## config.mk

```make
export PLATFORM = sky130hd
export DESIGN_NAME = qbert_move_ctrl
export DESIGN_NICKNAME = d
export VERILOG_FILES = /design/src/rtl/qbert_pkg.sv /design/src/rtl/qbert_frame_timer.sv /design/src/rtl/qbert_move_ctrl.sv
export SDC_FILE = /design/constraint.sdc
export NUM_CORES = 1
export LEC_CHECK = 0
export ABC_AREA = 0
export BUFFER_PORTS_ARGS = -buffer_cell sky130_fd_sc_hd__buf_2
export CORE_ASPECT_RATIO = 0.8
export CORE_MARGIN = 3
export CORE_UTILIZATION = 30
export CTS_CLUSTER_DIAMETER = 120
export DETAILED_ROUTE_END_ITERATION = 12
export PLACE_DENSITY = 0.46
export SLEW_MARGIN = 20
export SYNTH_ARGS = -nofsm -noshare
export SYNTH_HDL_FRONTEND = slang
export SYNTH_HIERARCHICAL = 1
export SYNTH_SLANG_ARGS = --single-unit
```

## constraint.sdc

```tcl
create_clock -name clk -period 3.65 [get_ports clk]
set_input_delay 0.1825 -clock clk [delete_from_list [all_inputs] [get_ports clk]]
set_output_delay 0.1825 -clock clk [all_outputs]
set_load 0.02 [all_outputs]
```

## src/rtl/qbert_pkg.sv

```systemverilog
// Shared types, pyramid geometry and move table for the Qbert hop sequencer.
package qbert_pkg;

  typedef enum logic [2:0] {S_IDLE, S_HOP, S_FALL, S_DONE, S_OVER} state_t;

  typedef enum logic [1:0] {
    DIR_DL = 2'd0,
    DIR_DR = 2'd1,
    DIR_UL = 2'd2,
    DIR_UR = 2'd3
  } dir_t;

  typedef logic [2:0] cube_t;

  localparam cube_t CUBE_OFF  = 3'd7;
  localparam int    NUM_CUBES = 6;

  localparam int XLENGTH        = 55;
  localparam int XDIAG_DEMI     = 30;
  localparam int YDIAG_DEMI     = 50;
  localparam int RANK1_X_OFFSET = 600;
  localparam int RANK1_Y_OFFSET = 90;

  // Renderer places each rank one cube-width plus half-diagonal left, with a one-pixel seam.
  localparam logic [10:0] RANK1_X = 11'(RANK1_X_OFFSET);
  localparam logic [10:0] RANK2_X = 11'(RANK1_X_OFFSET - XLENGTH - XDIAG_DEMI - 1);
  localparam logic [10:0] RANK3_X = 11'(RANK1_X_OFFSET - 2 * (XLENGTH + XDIAG_DEMI) - 1);

  localparam logic [9:0] Y_C0 = 10'(RANK1_Y_OFFSET + 2 * YDIAG_DEMI);
  localparam logic [9:0] Y_C1 = 10'(RANK1_Y_OFFSET + YDIAG_DEMI);
  localparam logic [9:0] Y_C2 = 10'(RANK1_Y_OFFSET + 3 * YDIAG_DEMI + 1);
  localparam logic [9:0] Y_C3 = 10'(RANK1_Y_OFFSET);
  localparam logic [9:0] Y_C4 = 10'(RANK1_Y_OFFSET + 2 * YDIAG_DEMI + 1);
  localparam logic [9:0] Y_C5 = 10'(RANK1_Y_OFFSET + 4 * YDIAG_DEMI + 1);

  // Packed with cube 5 leftmost so CUBE_X[c] selects cube c.
  localparam logic [NUM_CUBES-1:0][10:0] CUBE_X =
    {RANK1_X, RANK1_X, RANK1_X, RANK2_X, RANK2_X, RANK3_X};
  localparam logic [NUM_CUBES-1:0][9:0] CUBE_Y =
    {Y_C5, Y_C4, Y_C3, Y_C2, Y_C1, Y_C0};

  // Each entry is {ur, ul, dr, dl}, so NEXT_MAP[c][d] is the destination for direction d.
  localparam logic [NUM_CUBES-1:0][3:0][2:0] NEXT_MAP = {
    {CUBE_OFF, 3'd2,     CUBE_OFF, CUBE_OFF},
    {3'd2,     3'd1,     CUBE_OFF, CUBE_OFF},
    {3'd1,     CUBE_OFF, CUBE_OFF, CUBE_OFF},
    {CUBE_OFF, 3'd0,     3'd5,     3'd4},
    {3'd0,     CUBE_OFF, 3'd4,     3'd3},
    {CUBE_OFF, CUBE_OFF, 3'd2,     3'd1}
  };

  function automatic cube_t next_cube(cube_t c, dir_t d);
    if (c > 3'd5) return CUBE_OFF;
    return NEXT_MAP[c][d];
  endfunction

endpackage

```

## src/rtl/qbert_frame_timer.sv

```systemverilog
// Counts frame ticks up to a target and pulses done on the tick that reaches it.
module qbert_frame_timer #(
  parameter int WIDTH = 5
) (
  input  logic             clk,
  input  logic             reset,
  input  logic             clear,
  input  logic             enable,
  input  logic             tick,
  input  logic [WIDTH-1:0] target,
  output logic             done
);

  logic [WIDTH-1:0] count;

  // Combinational so the owner can land on the same edge that samples the final tick.
  assign done = enable && !clear && tick && (count == target - WIDTH'(1));

  // NOTE: sequential state uses non-blocking assignments so every flop samples pre-edge values.
  always_ff @(posedge clk or posedge reset) begin
    if (reset)              count <= '0;
    else if (clear)         count <= '0;
    else if (enable && tick) count <= done ? '0 : count + WIDTH'(1);
  end

endmodule

```

## src/rtl/qbert_move_ctrl.sv

```systemverilog
// Hop/fall sequencer for Qbert on the 6-cube pyramid: move handshake, sprite offsets, visit mask, lives.
module qbert_move_ctrl
  import qbert_pkg::*;
#(
  parameter int HOP_FRAMES  = 8,
  parameter int FALL_FRAMES = 30,
  parameter int LIVES       = 3
) (
  input  logic        clk,
  input  logic        reset,
  input  logic        frame_tick,
  input  logic        restart,
  input  logic        move_valid,
  input  logic [1:0]  move_dir,
  output logic        move_ready,
  output logic [10:0] qbert_x_offset,
  output logic [9:0]  qbert_y_offset,
  output logic        hopping,
  output logic        falling,
  output logic [5:0]  cube_visited,
  output logic [1:0]  lives,
  output logic        level_done,
  output logic        game_over
);

  localparam int MAX_FRAMES = (HOP_FRAMES > FALL_FRAMES) ? HOP_FRAMES : FALL_FRAMES;
  localparam int CNT_W      = $clog2(MAX_FRAMES + 1);

  state_t      state, state_d;
  cube_t       pos, pos_d, dst, dst_d, nxt;
  logic [5:0]  vis, vis_d;
  logic [1:0]  lives_q, lives_d;
  logic [10:0] x_q, x_d;
  logic [9:0]  y_q, y_d;
  logic        timer_done;

  assign nxt = next_cube(pos, dir_t'(move_dir));

  qbert_frame_timer #(.WIDTH(CNT_W)) u_timer (
    .clk    (clk),
    .reset  (reset),
    .clear  (restart || state == S_IDLE),
    .enable (state == S_HOP || state == S_FALL),
    .tick   (frame_tick),
    .target ((state == S_HOP) ? CNT_W'(HOP_FRAMES) : CNT_W'(FALL_FRAMES)),
    .done   (timer_done)
  );

  always_ff @(posedge clk or posedge reset) begin
    if (reset) begin
      state   <= S_IDLE;
      pos     <= 3'd0;
      dst     <= 3'd0;
      vis     <= 6'b000001;
      lives_q <= 2'(LIVES);
      x_q     <= CUBE_X[0];
      y_q     <= CUBE_Y[0];
    end else begin
      state   <= state_d;
      pos     <= pos_d;
      dst     <= dst_d;
      vis     <= vis_d;
      lives_q <= lives_d;
      x_q     <= x_d;
      y_q     <= y_d;
    end
  end

  // NOTE: every signal gets a default first so no path through this block infers a latch.
  always_comb begin
    state_d = state;
    pos_d   = pos;
    dst_d   = dst;
    vis_d   = vis;
    lives_d = lives_q;
    x_d     = x_q;
    y_d     = y_q;

    unique case (state)
      S_IDLE: begin
        if (move_valid) begin
          dst_d   = nxt;
          state_d = (nxt != CUBE_OFF) ? S_HOP : S_FALL;
        end
      end
      S_HOP: begin
        if (timer_done) begin
          pos_d   = dst;
          vis_d   = vis | (6'b000001 << dst);
          x_d     = CUBE_X[dst];
          y_d     = CUBE_Y[dst];
          state_d = (&vis_d) ? S_DONE : S_IDLE;
        end
      end
      S_FALL: begin
        if (timer_done) begin
          lives_d = (lives_q != 2'd0) ? lives_q - 2'd1 : 2'd0;
          if (lives_q <= 2'd1) begin
            state_d = S_OVER;
          end else begin
            pos_d   = 3'd0;
            x_d     = CUBE_X[0];
            y_d     = CUBE_Y[0];
            state_d = S_IDLE;
          end
        end
      end
      default: ;
    endcase

    // Soft restart overrides any landing, fall or accept on the same edge.
    if (restart) begin
      state_d = S_IDLE;
      pos_d   = 3'd0;
      dst_d   = 3'd0;
      vis_d   = 6'b000001;
      lives_d = 2'(LIVES);
      x_d     = CUBE_X[0];
      y_d     = CUBE_Y[0];
    end
  end

  assign move_ready     = (state == S_IDLE);
  assign hopping        = (state == S_HOP);
  assign falling        = (state == S_FALL);
  assign level_done     = (state == S_DONE);
  assign game_over      = (state == S_OVER);
  assign qbert_x_offset = x_q;
  assign qbert_y_offset = y_q;
  assign cube_visited   = vis;
  assign lives          = lives_q;

endmodule

```

==> results of run 1 <==
==> state kept, by name, summed over array words and instances (netlist names) <==
signal	count
cube_visited	6
dst	3
lives	2
pos	3
qbert_x_offset	5
qbert_y_offset	8
state	3
u_timer/count	5
==> power breakdown <==
part	total [uW]	switching (uW)	leakage (uW)	internal, uW
registers	521	67.9	0.000443	453
logic	501	302	0.000724	199
clock network	359	156	0.0000581	203
==> what timing repair did <==
action,in CTS,in global routing
setup buffers,0,0
hold endpoints to repair,5,0
hold buffers,1,0
==> worst register-to-register path, stage by stage, from the launching register on <==
cell and delay, ps:
dfrtp_1 500, nor2_1 230, nand2_1 100, inv_1 70
ha_1 230, xnor2_1 140, a211oi_2 270, o311ai_4 200
nor3_1 230, buf_4 180, a21o_1 480, buf_4 270
mux2i_1 190
==> cells by family after synthesis <==
kind of cell | synth area share [%]
compound gates | 15.69
xor+xnor | 2.250
fa+ha+maj | 6.427
buf+inv | 9.373
flops | 38.03
mux | 9.641
other cells | 0.3215
simple gates | 18.26
==> cells in the final DEF (no fill, tap or decap), types with 5 or more instances in the layout <==
master	n
clkbuf_8	5
dfstp_2	10
nand2b_1	6
inv_1	19
nor2_1	17
buf_2	38
a21oi_1	10
a31oi_1	7
nor3_1	6
nand3_1	6
dfrtp_1	25
ha_1	12
mux2i_1	9
o21ai_0	14
nor2b_1	6
nand2_1	18
conb_1	8
mux2_2	6
==> area by class of cell <==
type	instances	share of cell area [%]
clock buffer	5	2.563
timing repair buffer	43	8.574
sequential	35	33.08
tap	105	4.893
inverter	19	2.656
multi-input combinational	175	46.60
clock inverter	3	1.631
==> per-layer routing <==
layer	part of all wire [%]	up-vias
li1	-	900
met1	54	801
met2	39	36
met3	4.5	9
met4	1.9	0
met5	0	-
==> path summary, 6_finish.rpt <==
kind	startpoint	end	slack, ps	depth (start not counted)
max	state[2]$_DFFE_PP0P_	pos[1]$_DFFE_PP0P_	500	12
min	restart	cube_visited[1]$_DFFE_PP0P_	270	2
max reg2reg	state[2]$_DFFE_PP0P_	pos[1]$_DFFE_PP0P_	500	12
min reg2reg	qbert_x_offset[3]$_DFFE_PP1P_	qbert_x_offset[3]$_DFFE_PP1P_	470	2
min in group asynchronous	reset	u_timer/count[1]$_DFFE_PP0P_	340	3
max in group asynchronous	reset	qbert_y_offset[2]$_DFFE_PP1P_	2290	4
==> synthesized netlist by cell type, drive strengths merged, types with 4 or more instances <==
master / n / area [um2]
nor2b: 7 / 51.30
nor3: 6 / 30.03
a21oi: 11 / 58.81
nand2b: 6 / 37.54
dfrtp: 25 / 625.6
mux2i: 9 / 90.09
a31oi: 7 / 43.79
or2: 6 / 40.04
nand3: 6 / 30.03
mux2: 9 / 112.6
dfstp: 10 / 262.8
nand2: 18 / 67.56
o21ai: 15 / 75.07
nor2: 18 / 75.07
ha: 12 / 150.1
nand3b: 4 / 30.03
buf: 19 / 143.9
inv: 19 / 71.32
==> metrics by stage <==
step	area, um2	util [%]
2_1_floorplan	2359	-
3_3_place_gp	2562	34.34
3_5_place_dp	2562	34.34
4_1_cts	2685	35.98
5_1_grt	2685	35.98
6_report	2685	35.98
==> summary.md, run 1 <==
| Metric | Value |
|---|---|
| Outcome | `finished, final reports clean` |
| Max_cap viols | `0` |
| Placer Congestion | `approximately 0.76` |
| Final ANT Viol Nets | `0` |
| Setup TNS | `0 ps` |
| P_leak | `0.001225 uW` |
| Via Count | `~1700` |
| Largest buffer count on any clock path | `2` |
| Crit path max fanout | `12` |
| Fin crit period | `between 3000 and 4000 ps` |
| Multi-input gate area | `around 1300 um2` |
| Slowest stage cell on the critical path | `dfrtp_1` |
| Worst vdd ir | `between 0.00015 and 0.0002 V` |
| Vias per cell | `approximately 4.5` |
| HP Class | `in2reg` |
| CTS tree | `done` |
| Clk sink count | `35` |
| Die width | `~100 um` |
| Sequential cell area | `just under 900 um2` |
| Num rows | `28` |
| Crit. End Element | `flop` |
| Final Slew Violations | `0` |
| H-tree levels | `2` |
| Maximum clock rate | `between 0.3 and 0.4 GHz` |
| Top cell by count, worst path | `buf_4` |
| Cells after Synth | `approximately 240` |
| Ys async rst share | `between 90% and 100%` |
| Post-Place Worst Slack | `roughly 500 ps` |
| Final period util | `a little under 90%` |
| Placed Cells | `376` |
| Final std cells w/o fill | `between 300 and 400` |
| Warnings from Yosys | `6` |
| Buffers on Ports | `38` |
| Die Y | `~85 um` |
| DRT Wirelength | `~5000 um` |
| ANT cells | `0` |
| Post-Syn Area | `2336 um2` |
| Synth Flop Type | `dfrtp_1` |
| First-pass GRT wire length | `slightly below 9000 um` |
| Power Density | `around 500 nW/um2` |
| Nets | `about 300` |
| Routed WL per cell | `between 10 and 15 um` |
| WP data required | `3870 ps` |
| Top Ports | `41` |
| Largest net degree at the start of global routing | `25` |
| Skew-Pair Late Insertion Delay | `290 ps` |
| EDFF count, synth | `0` |
| GR Util met1 | `roughly 18%` |
| Seq/Total Area, Yosys | `between 30% and 40%` |
| Synth cell types | `52` |
| Detailed-route DRC error count | `0` |
| Worst slew margin | `about two fifths` |
| CP top delay family | `compound AO/OA/AOI/OAI gates` |
| Total track usage | `12.27%` |
| Post-CTS resize count | `0` |
| Worst-margin pin slew | `roughly 910 ps` |
| Reg clk slew, reported paths | `approximately 80 ps` |
| Global routing met2 resource utilization | `about 18%` |
| RSZ-0062 raised after global routing | `no` |
| Crit path largest cell delay | `~500 ps` |
| Layout cells sized above 1 | `around 30%` |
| Crit path cell chain | `nor2_1 > nand2_1 > inv_1 > ha_1 > xnor2_1 > a211oi_2 > o311ai_4 > nor3_1 > buf_4 > a21o_1 > buf_4 > mux2i_1` |
| Synthesis-to-layout area growth | `14.94%` |
| First-pass DRT Iterations | `4` |
| DRT iter0 DRCs | `84` |
| Antenna violations before repair | `0` |
| CP Class | `reg2reg` |
| M3 GR Usage | `under 10%` |
| Final Hold Vio Count | `0` |
| CP Data Arrival Time | `roughly 3400 ps` |
| Register bit total from synthesis | `35` |
| FILL cells | `781` |
| GR peak layer | `met1` |
| Grt ovf | `0` |
| Crit start category | `flop` |
| Worst Skew | `~6.5 ps` |
| Final Setup Violations | `0` |
| WHS | `272.5 ps` |
| Synth Area per Inst | `9.613 um2` |
| TritonCTS buffer count | `5` |
| Total power | `1381 uW` |
| CTS root buf | `clkbuf_8` |
| DP HPWL | `between 3000 and 4000 um` |
| Vias in the first global route | `1724` |
| Final WS setup | `495.4 ps` |
| Initial Utilization | `31.30%` |
| Core Box Area | `between 7000 and 8000 um2` |
| Die area | `8888 um2` |
| Buffers & Inverters on Critical Path | `3` |
Note: power is estimated with default switching activity, not from simulation.
==> run 2, diff against run 1 <==
Settings changed: CORE_UTILIZATION 30 to 45, PLACE_DENSITY 0.46 to 0.64.
==> run 2 against run 1 <==
  * Non-clock buffer count is 1 lower
  * Critical path type unchanged
  * Critical endpoint is now qbert_x_offset[9]$_DFFE_PP0P_
  * Via count increased by 0.34%
  * Largest power group unchanged
  * Routed wire length shrank 7.5%
  * Sequential share of layout area grew 0.55 points
==> summary.md, run 2 (synthesis results as in run 1) <==
| Metric | Value |
|---|---|
| Post-Place Worst Slack | `393.3 ps` |
| Crit. End Element | `flop` |
| Synthesis-to-layout area growth | `13.07%` |
| CTS root buf | `clkbuf_8` |
| TritonCTS buffer count | `5` |
| First-pass DRT Iterations | `5` |
| Final Slew Violations | `0` |
| Die Y | `70.44 um` |
| DRT Wirelength | `around 4700 um` |
| Setup TNS | `0 ps` |
| Final WS setup | `roughly 380 ps` |
| Final Setup Violations | `0` |
| Nets | `297` |
| Total track usage | `between 10% and 20%` |
| Layout cells sized above 1 | `29.39%` |
| Routed WL per cell | `13.81 um` |
| Largest buffer count on any clock path | `2` |
| Flop2flop setup slack | `~380 ps` |
| Placer Congestion | `roughly 0.83` |
| Num rows | `22` |
| Commonest non-fill, non-tap cell in the layout | `buf_2` |
| Detailed-route DRC error count | `0` |
| Buffers on Ports | `38` |
| Crit path max fanout | `16` |
| Antenna violations before repair | `0` |
| Grt ovf | `0` |
| Initial Utilization | `a little under 50%` |
| CTS tree | `done` |
| Worst slew margin | `between 40% and 50%` |
| Final ANT Viol Nets | `0` |
| Outcome | `finished, final reports clean` |
| CP Class | `reg2reg` |
| RSZ-0062 raised after global routing | `no` |
| Max_cap viols | `0` |
| H-tree levels | `2` |
| Via Count | `1752` |
| ANT cells | `0` |
| Critical path startpoint | `state[2]$_DFFE_PP0P_` |
| First-pass GRT wire length | `about 8000 um` |
| Post-CTS resize count | `0` |
| DP HPWL | `around 3600 um` |
| Final Hold Vio Count | `0` |
| Design area | `approximately 2600 um2` |
| Die area | `between 6000 and 7000 um2` |
| P_leak | `~0.0012 uW` |
| WP data required | `~3800 ps` |
| Vias per cell | `around 5.2` |
| Area post-placement | `roughly 2500 um2` |
| Max reg flops | `8` |
| R2R Path End | `qbert_x_offset[9]$_DFFE_PP0P_` |
| Fin crit period | `about 3300 ps` |
| Largest net degree at the start of global routing | `21` |
| Final period util | `between 80% and 90%` |
| Post-CTS Setup Bufs | `0` |
| Power Density | `539.0 nW/um2` |
| Worst-margin pin slew | `approximately 760 ps` |
| Crit path to | `qbert_x_offset[9]$_DFFE_PP0P_` |
| DRT iter0 DRCs | `114` |
| Commonest non-fill, non-tap cells in the layout | `38 x buf_2, 25 x dfrtp_1, 19 x inv_1` |
| Vias in the first global route | `between 1500 and 2000` |
| Maximum clock rate | `between 0.3 and 0.4 GHz` |
| Worst R2R Start | `state[2]$_DFFE_PP0P_` |
| Clk sink count | `35` |
| Crit start category | `flop` |
| Reg clk slew, reported paths | `70 ps` |
| Die width | `around 87 um` |
| HP Class | `in2reg` |
| Top Ports | `between 40 and 50` |
| Skew-Pair Late Insertion Delay | `a little under 300 ps` |
| Worst vdd ir | `0.0002789 V` |
| FILL cells | `roughly 450` |
| Hold_buf cts | `1` |
| Core Box Area | `4790 um2` |
| Reg2reg path depth | `12` |
| Worst Skew | `7.482 ps` |
| CP Data Arrival Time | `3450 ps` |
==> run 2: routing by layer <==
metal	track usage, %	wire, um
met1	24.56	2462
met5	0	0
met4	3.806	46
met2	21.90	1841
met3	5.542	330
==> run 2: stage by stage <==
step	hold WS, ps	util (%)	instances	total power, uW
5_1_grt	281.3	55.15	339	1524
3_5_place_dp	110.5	52.17	330	1021
2_1_floorplan	-38.98	-	249	931.4
3_3_place_gp	107.2	52.17	330	1018
6_report	275.7	55.15	339	1424
4_1_cts	263.0	55.15	339	1440
==> run 2: report_power, final <==
group | internal [uW] | switching (uW)
sequential | 453 | 64.3
combinational | 195 | 301
clock | 273 | 136
==> run 2: cell type report <==
type | instances | area (um2) | share of cell area [%]
Clock inverter | 2 | 60.06 | 2.274
Tap cell | 60 | 75.07 | 2.842
Clock buffer | 6 | 72.57 | 2.748
Inverter | 19 | 71.32 | 2.700
Timing Repair Buffer | 42 | 222.7 | 8.432
Multi-Input combinational cell | 175 | 1251 | 47.37
Sequential cell | 35 | 888.4 | 33.63
==> run 2: critical path, cell delays in order, from the launching register on <==
cell and delay [ps]:
dfrtp_1 490, nor2_1 250, nand2_1 270, inv_1 120
ha_1 240, xnor2_1 140, a211oi_2 300, o311ai_4 220
nor3_1 210, buf_4 170, a21o_1 110, buf_4 260
mux2_2 370
==> run 2: how the worst min path moves through the flow <==
stage / slack, ps / from / to / cells past startpoint
2_1_floorplan: -40 / reset / u_timer/count[0]$_DFFE_PP0P_ / 1
3_3_place_gp: 110 / reset / u_timer/count[2]$_DFFE_PP0P_ / 2
3_5_place_dp: 110 / reset / u_timer/count[4]$_DFFE_PP0P_ / 2
4_1_cts: 260 / restart / cube_visited[2]$_DFFE_PP0P_ / 2
5_1_grt: 280 / restart / cube_visited[2]$_DFFE_PP0P_ / 2
6_report: 280 / restart / cube_visited[2]$_DFFE_PP0P_ / 2
